===== src/rtl/sink_ram_ctrl.sv =====
// sink_ram_ctrl: capture sequencer and single-port arbiter for the receive-side sink RAM.
// Optional feature macro SINK_CHECKSUM_EN adds a running per-frame checksum output.
module sink_ram_ctrl #(
    parameter int unsigned ADDR_W      = 8,
    parameter int unsigned DATA_W      = 8,
    parameter int unsigned END_ADDR    = 255,
    parameter int unsigned SKIP_CYCLES = 5
) (
    input  logic              clk,
    input  logic              reset,
    input  logic              start_sink,
    input  logic [DATA_W-1:0] data_in,
    input  logic              in_valid,
    input  logic              rd_req,
    input  logic [ADDR_W-1:0] rd_addr,
    output logic              rd_grant,
    output logic              rd_valid,
    output logic [DATA_W-1:0] rd_data,
    output logic [ADDR_W-1:0] ram_address,
    output logic [DATA_W-1:0] ram_data,
    output logic              ram_wren,
    input  logic [DATA_W-1:0] ram_q,
    output logic              busy,
    output logic              done,
`ifdef SINK_CHECKSUM_EN
    output logic [DATA_W-1:0] checksum,
`endif
    output logic [ADDR_W:0]   word_count
);

    localparam int unsigned WC_W   = ADDR_W + 1;
    localparam int unsigned SKIP_W = (SKIP_CYCLES > 1) ? $clog2(SKIP_CYCLES) : 1;

    localparam logic [1:0] S_IDLE    = 2'd0;
    localparam logic [1:0] S_SKIP    = 2'd1;
    localparam logic [1:0] S_CAPTURE = 2'd2;
    localparam logic [1:0] S_DONE    = 2'd3;

    logic [1:0]        r_state;
    logic [SKIP_W-1:0] r_skip_cnt;
    logic [WC_W-1:0]   r_word_count;
    logic [ADDR_W-1:0] r_ram_address;
    logic [DATA_W-1:0] r_ram_data;
    logic              r_ram_wren;
    logic              r_rd_grant;
    logic              r_rd_valid;
    logic              r_busy;
    logic              r_done;
    logic [DATA_W-1:0] r_sum;

    logic [1:0]        w_state_nxt;
    logic [SKIP_W-1:0] w_skip_nxt;
    logic [WC_W-1:0]   w_wc_nxt;
    logic [ADDR_W-1:0] w_addr_nxt;
    logic [DATA_W-1:0] w_data_nxt;
    logic              w_wren_nxt;
    logic              w_grant_nxt;
    logic              w_wr;
    logic [DATA_W-1:0] w_sum_nxt;

    // Next-state, capture counters and per-cycle port arbitration (write beats read)
    always_comb begin
        w_state_nxt = r_state;
        w_skip_nxt  = r_skip_cnt;
        w_wc_nxt    = r_word_count;
        w_addr_nxt  = r_ram_address;
        w_data_nxt  = r_ram_data;
        w_wren_nxt  = 1'b0;
        w_grant_nxt = 1'b0;
        w_sum_nxt   = r_sum;
        w_wr        = (r_state == S_CAPTURE) && in_valid;

        case (r_state)
            S_IDLE, S_DONE: begin
                if (start_sink) begin
                    w_state_nxt = S_SKIP;
                    w_skip_nxt  = '0;
                    w_wc_nxt    = '0;
                    w_sum_nxt   = '0;
                end
            end
            S_SKIP: begin
                if (r_skip_cnt == SKIP_W'(SKIP_CYCLES - 1)) begin
                    w_state_nxt = S_CAPTURE;
                    w_skip_nxt  = '0;
                end else begin
                    w_skip_nxt = r_skip_cnt + SKIP_W'(1);
                end
            end
            S_CAPTURE: begin
                if (in_valid) begin
                    w_wc_nxt = r_word_count + WC_W'(1);
                    if (r_word_count == WC_W'(END_ADDR)) begin
                        w_state_nxt = S_DONE;
                    end
                end
            end
            default: w_state_nxt = S_IDLE;
        endcase

        if (w_wr) begin
            w_addr_nxt = r_word_count[ADDR_W-1:0];
            w_data_nxt = data_in;
            w_wren_nxt = 1'b1;
            w_sum_nxt  = r_sum + data_in;
        end else if (rd_req) begin
            w_addr_nxt  = rd_addr;
            w_grant_nxt = 1'b1;
        end
    end

    always_ff @(posedge clk or negedge reset) begin
        if (!reset) begin
            r_state       <= S_IDLE;
            r_skip_cnt    <= '0;
            r_word_count  <= '0;
            r_ram_address <= '0;
            r_ram_data    <= '0;
            r_ram_wren    <= 1'b0;
            r_rd_grant    <= 1'b0;
            r_rd_valid    <= 1'b0;
            r_busy        <= 1'b0;
            r_done        <= 1'b0;
            r_sum         <= '0;
        end else begin
            r_state       <= w_state_nxt;
            r_skip_cnt    <= w_skip_nxt;
            r_word_count  <= w_wc_nxt;
            r_ram_address <= w_addr_nxt;
            r_ram_data    <= w_data_nxt;
            r_ram_wren    <= w_wren_nxt;
            r_rd_grant    <= w_grant_nxt;
            r_rd_valid    <= r_rd_grant;
            r_busy        <= (w_state_nxt == S_SKIP) || (w_state_nxt == S_CAPTURE);
            r_done        <= (w_state_nxt == S_DONE);
            r_sum         <= w_sum_nxt;
        end
    end

    assign rd_grant    = r_rd_grant;
    assign rd_valid    = r_rd_valid;
    assign rd_data     = ram_q;
    assign ram_address = r_ram_address;
    assign ram_data    = r_ram_data;
    assign ram_wren    = r_ram_wren;
    assign busy        = r_busy;
    assign done        = r_done;
    assign word_count  = r_word_count;

`ifdef SINK_CHECKSUM_EN
    assign checksum = r_sum;
`else
    // Without the checksum output the accumulator has no load and is trimmed away
    logic w_sum_unused;
    assign w_sum_unused = ^r_sum;
`endif

endmodule

===== config.mk =====
export PLATFORM = sky130hd
export DESIGN_NAME = sink_ram_ctrl
export DESIGN_NICKNAME = d
export VERILOG_FILES = /design/src/rtl/sink_ram_ctrl.sv
export SDC_FILE = /design/constraint.sdc
export NUM_CORES = 1
export LEC_CHECK = 0
export CAP_MARGIN = 5
export CORE_UTILIZATION = 39
export CTS_BUF_LIST = sky130_fd_sc_hd__clkbuf_8 sky130_fd_sc_hd__clkbuf_16
export DETAILED_ROUTE_END_ITERATION = 8
export PLACE_DENSITY = 0.78
export SYNTH_ARGS = -nofsm -noshare
export SYNTH_HDL_FRONTEND = slang
export SYNTH_SLANG_ARGS = --single-unit

===== constraint.sdc =====
create_clock -name clk -period 1.7 [get_ports clk]
set_input_delay 0.255 -clock clk [delete_from_list [all_inputs] [get_ports clk]]
set_output_delay 0.255 -clock clk [all_outputs]
set_load 0.03 [all_outputs]

; ---- Yosys cells after proc, flatten, opt, wreduce, memory -nomap -nowiden
; Index checks and enable logic that the tools add are counted.
[totals]
ff_bits = 35
out_inout_bits = 38
wordCells = 47
[op_classes]
add_sub_neg = 2
eq_ne = 10
muxes = 16
n_reduce_logical = 9
[ops]
columns = cell, n
row1 = 2-to-1 mux 9 bit, 2
row2 = case mux 9 bit (2 select lines), 1
row3 = 2-to-1 mux 8 bit, 2
row4 = "adder 9 x 1 -> 9 bit, second input constant", 1
row5 = "equality test 9 x 8 -> 1 bit, second input constant", 1
row6 = "equality test 2 bit, second input constant", 4
row7 = 2-to-1 mux 2 bit, 4
row8 = 2-to-1 mux 3 bit, 2
row9 = case mux 2 bit (3 select lines), 1
row10 = case mux 3 bit (2 select lines), 1
row11 = nonzero test 2 bit, 3
row12 = "equality test 2 x 1 -> 1 bit, second input constant", 2
row13 = "inequality test 2 bit, second input constant", 2
row14 = "adder 3 x 1 -> 3 bit, second input constant", 1
row15 = "equality test 3 bit, second input constant", 1
row16 = 2-to-1 mux 1 bit, 3
row17 = AND reduction 3 bit, 1
row18 = logical NOT 2 bit, 1
row19 = AND reduction 2 bit, 1
row20 = OR reduction 2 bit, 1
row21 = logical AND 1 bit, 1
row22 = logical OR 1 bit, 1

; ---- Logic depth before layout (Yosys ltp)
; Gate-level depths: netlist of run 1.
[logic_depth]
ltp_word = 6
ltp_mapped = 8

; ---- Worst setup path before layout of run 1
; Ideal clock, no wire load.
[synth_path]
path_type = register to register
from = register r_word_count[1] (netlist: word_count[1])
to = register r_busy (netlist: busy)
t_arrival_ns = 1.604
required_ns = 1.574
setup_slack_ns = -0.030
stages_incl_launch_ff = 8
n_path_buf = 0
synth_period_minus_slack_ns = 1.730
cell_sequence = dfrtp_1 -> ha_1 -> nand3_1 -> nor2_1 -> ha_1 -> nand3b_1 -> a32oi_1 -> ha_1
[synth_via]
elab_chain_len = 6
word_cells_on_any_way = 7
[synth_lines]
columns = element, line_no
row1 = "start, declared", 41  ; logic [WC_W-1:0] r_word_count;
row2 = "start signal, assigned", 128  ; r_word_count <= w_wc_nxt;
row3 = equality test 9 x 8 -> 1 bit (*), 93  ; if (r_word_count == WC_W'(END_ADDR)) begin
row4 = 2-to-1 mux 2 bit (*), 93
row5 = 2-to-1 mux 2 bit (*), 91  ; if (in_valid) begin
row6 = case mux 2 bit (3 select lines) (*), 73  ; case (r_state)
row7 = equality test 2 x 1 -> 1 bit or equality test 2 bit (tied branches), 134  ; r_busy <= (w_state_nxt == S_SKIP) || (w_state_nxt == S_CAPTURE);
row8 = logical OR 1 bit (*), 134
row9 = "end signal, assigned", 134
row10 = "end, declared", 47  ; logic r_busy;
; Every way passes the cells marked *; elsewhere a longest branch is shown, timed or not.
; A chain may end at the register's enable or synchronous reset.

; ---- Worst setup path after layout of run 1
[layout_path]
from = register r_word_count[7] (netlist: word_count[7])
to = output port word_count[7]
[layout_lines]
columns = element, line_no
row1 = "end, declared", 28  ; output logic [ADDR_W:0] word_count
; No word-level cell between the ends.

==> impl_results.md, run 1 <==
* Run status: finished, final reports clean
* Vias in the first global route at 1323
* Post-synth top area cell: dfrtp_1
* Setup WS pre-CTS at -14.88 ps
* Cell Area, Synth at 1734 um2
* CP delay by family, top: buffers and inverters
* Die height at 68.68 um
* Crit path DAT at 1390 ps
* RSZ-0062 raised after global routing: true
* Drt wl/cell at 13.09 um
* Clk_lat worst skew at 280 ps
* Critical Path RT at 1440 ps
* First-pass GRT wire length at 5658 um
* WP buf/inv at 1
* CTS tree: yes
* NumNets Final at 259
* R2r setup slk at 70 ps
* Total power at 2609 uW
* Worst Path Max Fanout at 4
* Vias per inst at 5.022
* Largest net degree at the start of global routing at 26
* Die span in x at 68.68 um
* Synth top area cells: dfrtp_1 (51%), mux2_2 (5.2%), ha_1 (5.1%), mux2i_1 (4.6%), nor2_1 (3.9%)
* Sequential share of the synthesized area at 50.51%
* Final core occ at 59.87%
* Highest-delay cell along the critical path: clkdlybuf4s50_1
* CP max stage delay at 700 ps
* Max-cap violations at 0
* DR vias at 1376
* Post-route setup slack at 52.17 ps
* Min-delay worst type: flop to flop
* Post-Route WL at 3586 um
* Critical path capture point type: output port
* RePlAce Congestion at 0.8130
* PwrDens at 1052 nW/um2
* Prevailing post-synth register cell: dfrtp_1
* Diode count at 0
* Setup violations, final at 0
* Clock buffer depth at 2
* Die Area at 4717 um2
* Share of cells above drive strength 1 at 20.54%
* Ys async rst share at 100.0%
* Final Hold Vio Count at 0
* Clock-pin slew on the worst setup and hold paths at 70 ps
* Kind of critical path: flop to output port
* LEAKAGE at 0.001098 uW
* Initial Utilization at 41.85%
* Worst r2r src: r_state[0]$_DFF_PN0_
* Hold path startpoint: rd_grant$_DFF_PN0_
* R2R cell count at 7
* Initial detailed-routing violation count at 62
* CTS H-tree lvls at 2
* Combinational share of power at 35.6%
* CP cell instances: clkdlybuf4s50_1
* Antenna violations before repair at 0
* Post-DRT Antenna Nets at 0
* Fin crit period at 1648 ps
* YS warnings at 0
* Sequential share of power at 39.8%
* Fmax at 606.9 MHz
* Row Count at 23
* Synth Net Count at 198
* Clock power share at 24.6%
* Hold Path Stages at 0
* Post-synth EDFFs at 0
* Int Pwr at 1733 uW
* Fill count at 362
* Synth top area share at 50.51%
* Root Buffer: clkbuf_8
* Core area at 4144 um2
* CP startpoint kind: flop
* Least-Margin Pin Slew at 487.4 ps
* Net Switching at 876.6 uW
* Stages on worst setup path at 1
* Peak supply drop at 0.5086 mV
* Hold Path End: rd_valid$_DFF_PN0_
* Syn_area_per_cell at 10.70 um2
* IO Pins at 67
* Port bufs at 50
* Estimated wirelength of the detail-placed design at 2631 um
* Most frequent cell after synthesis: dfrtp_1
* Grt total ovfl at 0
* Slew margin rel. at 67.41%
* Synth Register Bits at 35
* DRC Markers at 0
* Tot GR Track Use at 16.68%
* Area Growth Syn to Fin at 43.07%
* Post-CTS setup buffer count at 0
* Top cells by count, synth: dfrtp_1 (35), nor2_1 (18), a21oi_1 (11)
* Total CTS buffers at 5
* DRT Pass-1 Iters at 4
* Clk_skew at 4.565 ps
* Number of library cell types mapped by synthesis at 33
* FF-to-FF End: busy$_DFF_PN0_
* Max Slew Vio Count at 0
* Sw Ratio at 33.60%
* Crit share post-route at 96.93%
* Num Clock Sinks at 35
* Syn Inst Count at 162
==> how the worst max path moves through the flow <==
| stage | start | end |
|---|---|---|
| 6_report | word_count[7]$_DFFE_PN0P_ | word_count[7] |
| 3_5_place_dp | r_state[0]$_DFF_PN0_ | busy$_DFF_PN0_ |
| 5_1_grt | word_count[0]$_DFFE_PN0P_ | busy$_DFF_PN0_ |
| 2_1_floorplan | r_state[0]$_DFF_PN0_ | busy$_DFF_PN0_ |
| 3_3_place_gp | start_sink | word_count[5]$_DFFE_PN0P_ |
| 4_1_cts | r_state[0]$_DFF_PN0_ | busy$_DFF_PN0_ |
==> stage by stage <==
stage / std cells / hold slack [ps] / cell area (um2) / setup TNS [ps]
3_5_place_dp: 265 / 193.1 / 2335 / -26.25
2_1_floorplan: 162 / -40.59 / 1737 / 0
6_report: 274 / 380.9 / 2481 / 0
4_1_cts: 274 / 388.2 / 2455 / 0
5_1_grt: 274 / 396.6 / 2481 / -49.38
3_3_place_gp: 265 / 184.2 / 2335 / 0
==> flip-flops by register name (all words and copies together) (netlist names) <==
register and flops:
ram_wren 1, done 1, ram_address 8, r_skip_cnt 3, busy 1, r_state 2, rd_grant 1, ram_data 8
word_count 9, rd_valid 1
==> final cells by class <==
cell class / count / area (um2) / share of cell area (%)
clock buffer: 7 / 96.34 / 3.883
clock inverter: 1 / 3.754 / 0.1513
inverter: 8 / 30.03 / 1.210
multi-input combinational: 105 / 785.8 / 31.67
sequential: 35 / 878.3 / 35.40
tap: 50 / 62.56 / 2.521
timing repair buffer: 68 / 624.3 / 25.16
==> power groups by stage <==
stage / Combinational [uW] / Clock [uW] / Sequential, uW
final: 928 / 643 / 1040
after global routing: 1010 / 688 / 1060
after CTS: 931 / 673 / 1040
after detailed placement: 970 / 0 / 1050
after global placement: 954 / 0 / 1050
after floorplan: 261 / 0 / 1340
==> per-layer routing <==
layer	wire [um]	track usage [%]	part of all wire [%]
met1	1555	19.58	43
met2	1759	28.31	49
met5	0	0	0
met4	54	6.510	1.5
met3	217	5.099	6.1
==> what timing repair did <==
item,4_1_cts,5_1_grt
pin swaps,0,1
endpoints found under the hold margin,14,0
endpoints found under the setup margin,10,6
hold buffers,1,0
gates resized for setup,9,6
==> logic make-up (layout without fill, tap and decap cells) <==
family,Yosys count,count (layout),share of synthesized area [%]
AO/OA/AOI/OAI,27,27,9.452
flip-flops,35,35,50.51
AND/OR/NAND/NOR,48,48,14.57
multiplexers,17,17,10.61
adder cells (fa/ha/maj),7,7,5.050
XOR/XNOR,6,6,3.030
buffers and inverters,22,84,6.782
==> layout by cell type, fill, tap and decap left out, types with 2 or more instances in the layout <==
cell type	n
xnor2_1	6
clkdlybuf4s50_1	42
a21oi_1	11
nor4_2	3
dfrtp_2	2
clkbuf_8	7
nand3_1	5
a32oi_1	2
nor3b_1	2
o21ai_0	8
inv_1	8
nand2b_1	3
nand3b_1	3
dfrtp_1	33
nor2_1	17
a22o_1	2
ha_1	5
nand2_1	7
buf_4	17
mux2i_1	8
dlygate4sd2_1	7
mux2_2	8
(Power assumes the default switching activity.)
==> inputs of run 2 (changes only) <==
--- a/config.mk
+++ b/config.mk
@@ -5,6 +5,7 @@
 export SDC_FILE = /design/constraint.sdc
 export NUM_CORES = 1
 export LEC_CHECK = 0
+export ABC_CLOCK_PERIOD_IN_PS = 1700
 export CAP_MARGIN = 5
 export CORE_UTILIZATION = 39
 export CTS_BUF_LIST = sky130_fd_sc_hd__clkbuf_8 sky130_fd_sc_hd__clkbuf_16
==> results of run 2 <==
The final DEF is identical to that of run 1; final timing and power are the same.
==> inputs of run 3 (changes only) <==
--- a/config.mk
+++ b/config.mk
@@ -14,3 +14,4 @@
 export SYNTH_ARGS = -nofsm -noshare
 export SYNTH_HDL_FRONTEND = slang
 export SYNTH_SLANG_ARGS = --single-unit
+export TNS_END_PERCENT = 10
==> run 3 against run 2 <==
Compared with the run above: worst hold slack unchanged; critical path depth increased by 6; via count increased by 0.15%; flip-flop and latch count unchanged; non-clock buffer count unchanged; global-route usage unchanged; core utilization unchanged; final cell count unchanged; die area unchanged; clock skew about the same; largest power group unchanged.
==> impl_results.md, run 3 (synthesis gave the netlist of run 1 again) <==
* Port bufs at 50 (unchanged)
* Clk_lat worst skew at 280 ps (about the same)
* Clock buffer depth at 2 (unchanged)
* Most frequent cells in the layout: clkdlybuf4s50_1 (42), dfrtp_1 (33), nor2_1 (17), buf_4 (17), a21oi_1 (11)
* Worst Path Max Fanout at 6 (+2)
* LEAKAGE at 0.001098 uW (about the same)
* Initial detailed-routing violation count at 62 (unchanged)
* Critical path capture point type: flop
* DR vias at 1378 (+0.15%)
* Worst hold margin at 380.9 ps (unchanged)
* Final core occ at 59.87% (unchanged)
* First-pass GRT wire length at 5658 um (unchanged)
* Largest register FFs at 9 (unchanged)
* Row Count at 23 (unchanged)
* Run status: finished, final reports clean
* Max-cap violations at 0 (unchanged)
* Total CTS buffers at 5 (unchanged)
* Vias in the first global route at 1323 (unchanged)
* CP startpoint kind: flop
* Largest net degree at the start of global routing at 26 (unchanged)
* DRC Markers at 0 (unchanged)
* Placed insts at 265 (unchanged)
* Slew margin rel. at 67.41% (unchanged)
* DRT Pass-1 Iters at 4 (unchanged)
* CTS H-tree lvls at 2 (unchanged)
* Fin cells at 274 (unchanged)
* Share of cells above drive strength 1 at 20.09% (-0.45 points)
* Kind of critical path: flop to flop
* Area Growth Syn to Fin at 43.07% (unchanged)
* Post-Route WL at 3570 um (-0.45%)
* Clock-pin slew on the worst setup and hold paths at 70 ps (about the same)
* Die height at 68.68 um (unchanged)
* Clk_skew at 4.710 ps (+0.1443 ps)
* RePlAce Congestion at 0.8130 (unchanged)
* Setup violations, final at 0 (unchanged)
* Antenna violations before repair at 0 (unchanged)
* Root Buffer: clkbuf_8
* Min-delay worst type: flop to flop
* Fin crit period at 1670 ps (+21.69 ps)
* Die Area at 4717 um2 (unchanged)
* Initial Utilization at 41.85% (unchanged)
* Grt total ovfl at 0 (unchanged)
* CTS tree: yes
* Fmax at 599.0 MHz (-1.3%)
* Final Hold Vio Count at 0 (unchanged)
* Commonest non-fill, non-tap cell in the layout: clkdlybuf4s50_1
* Total power at 2610 uW (about the same)
* Critical Path RT at 1870 ps (+430 ps)
* Least-Margin Pin Slew at 487.4 ps (unchanged)
* Vias per inst at 5.029 (+0.15%)
* NumNets Final at 259 (unchanged)
* Setup WS pre-CTS at -14.88 ps (unchanged)
* Crit share post-route at 98.21% (+1.3 points)
* RSZ-0062 raised after global routing: true
* Crit path DAT at 1840 ps (+450 ps)
* Max Slew Vio Count at 0 (unchanged)
* Die span in x at 68.68 um (unchanged)
* Peak supply drop at 0.5088 mV (about the same)
* Estimated wirelength of the detail-placed design at 2631 um (unchanged)
* Drt wl/cell at 13.03 um (-0.45%)
* IO Pins at 67 (unchanged)
* Post-DRT Antenna Nets at 0 (unchanged)
* PwrDens at 1052 nW/um2 (about the same)
* Post-route setup slack at 30.48 ps (-21.69 ps)
* Tot GR Track Use at 16.68% (unchanged)
* Num Clock Sinks at 35 (unchanged)
* Core area at 4144 um2 (unchanged)
* Diode count at 0 (unchanged)
## run 3: cell types whose count changed in the layout (fill, tap and decap cells not counted)
cell,delta
inv_1,+1
inv_2,-1
## run 3: timing repair
item / in CTS / in global routing
gates resized for setup: 9 / 5
setup endpoints to repair: 10 / 6
hold endpoints to repair: 14 / 0
hold buffers: 1 / 0
buffers inserted: 0 / 0
pin swaps: 0 / 1
## run 3: worst paths after layout
path | startpoint | to | slack [ps] | cells after the start
setup / recovery | r_state[0]$_DFF_PN0_ | busy$_DFF_PN0_ | 30 | 7
hold / removal | rd_grant$_DFF_PN0_ | rd_valid$_DFF_PN0_ | 380 | 0
setup reg to reg | r_state[0]$_DFF_PN0_ | busy$_DFF_PN0_ | 30 | 7
hold reg to reg | rd_grant$_DFF_PN0_ | rd_valid$_DFF_PN0_ | 380 | 0
max in group asynchronous | reset | word_count[1]$_DFFE_PN0P_ | 750 | 3
min in group asynchronous | reset | r_skip_cnt[1]$_DFFE_PN0P_ | 410 | 2
## run 3: area by class of cell
cell class                      instances  area (um2)
Clock buffer                            7       96.34
Clock inverter                          1       3.754
Fill cell                             362        1663
Inverter                                8       30.03
Multi-Input combinational cell        105       785.8
Sequential cell                        35       878.3
Tap cell                               50       62.56
Timing Repair Buffer                   68       624.3
## run 3: metal layers
layer	part of all wire [%]	global-route usage, %	vias up	routed length [um]
met4	1.5	6.510	0	54
li1	-	-	677	-
met3	6.1	5.099	6	219
met2	50	28.31	38	1776
met5	0	0	-	0
met1	43	19.58	657	1520
## run 3: per-stage QoR
stage / area, um2 / TNS (ps)
2_1_floorplan: 1737 / 0
3_5_place_dp: 2335 / -26.25
3_3_place_gp: 2335 / 0
5_1_grt: 2481 / -67.96
6_report: 2481 / 0
4_1_cts: 2455 / 0
## run 3: critical path, stage by stage, from the launching register on
cell and delay [ps]:
dfrtp_1 390, inv_1 140, ha_4 240, buf_4 150, nor2_1 110, a21oi_1 50, o21a_1 180, ha_1 290
## run 3: power breakdown
| part | leakage, uW | internal (uW) | switching [uW] | total (uW) |
|---|---|---|---|---|
| clock | 0.0000557 | 363 | 280 | 643 |
| sequential | 0.000425 | 960 | 78.3 | 1040 |
| combinational | 0.000617 | 409 | 519 | 929 |
| total | 0.00110 | 1730 | 878 | 2610 |
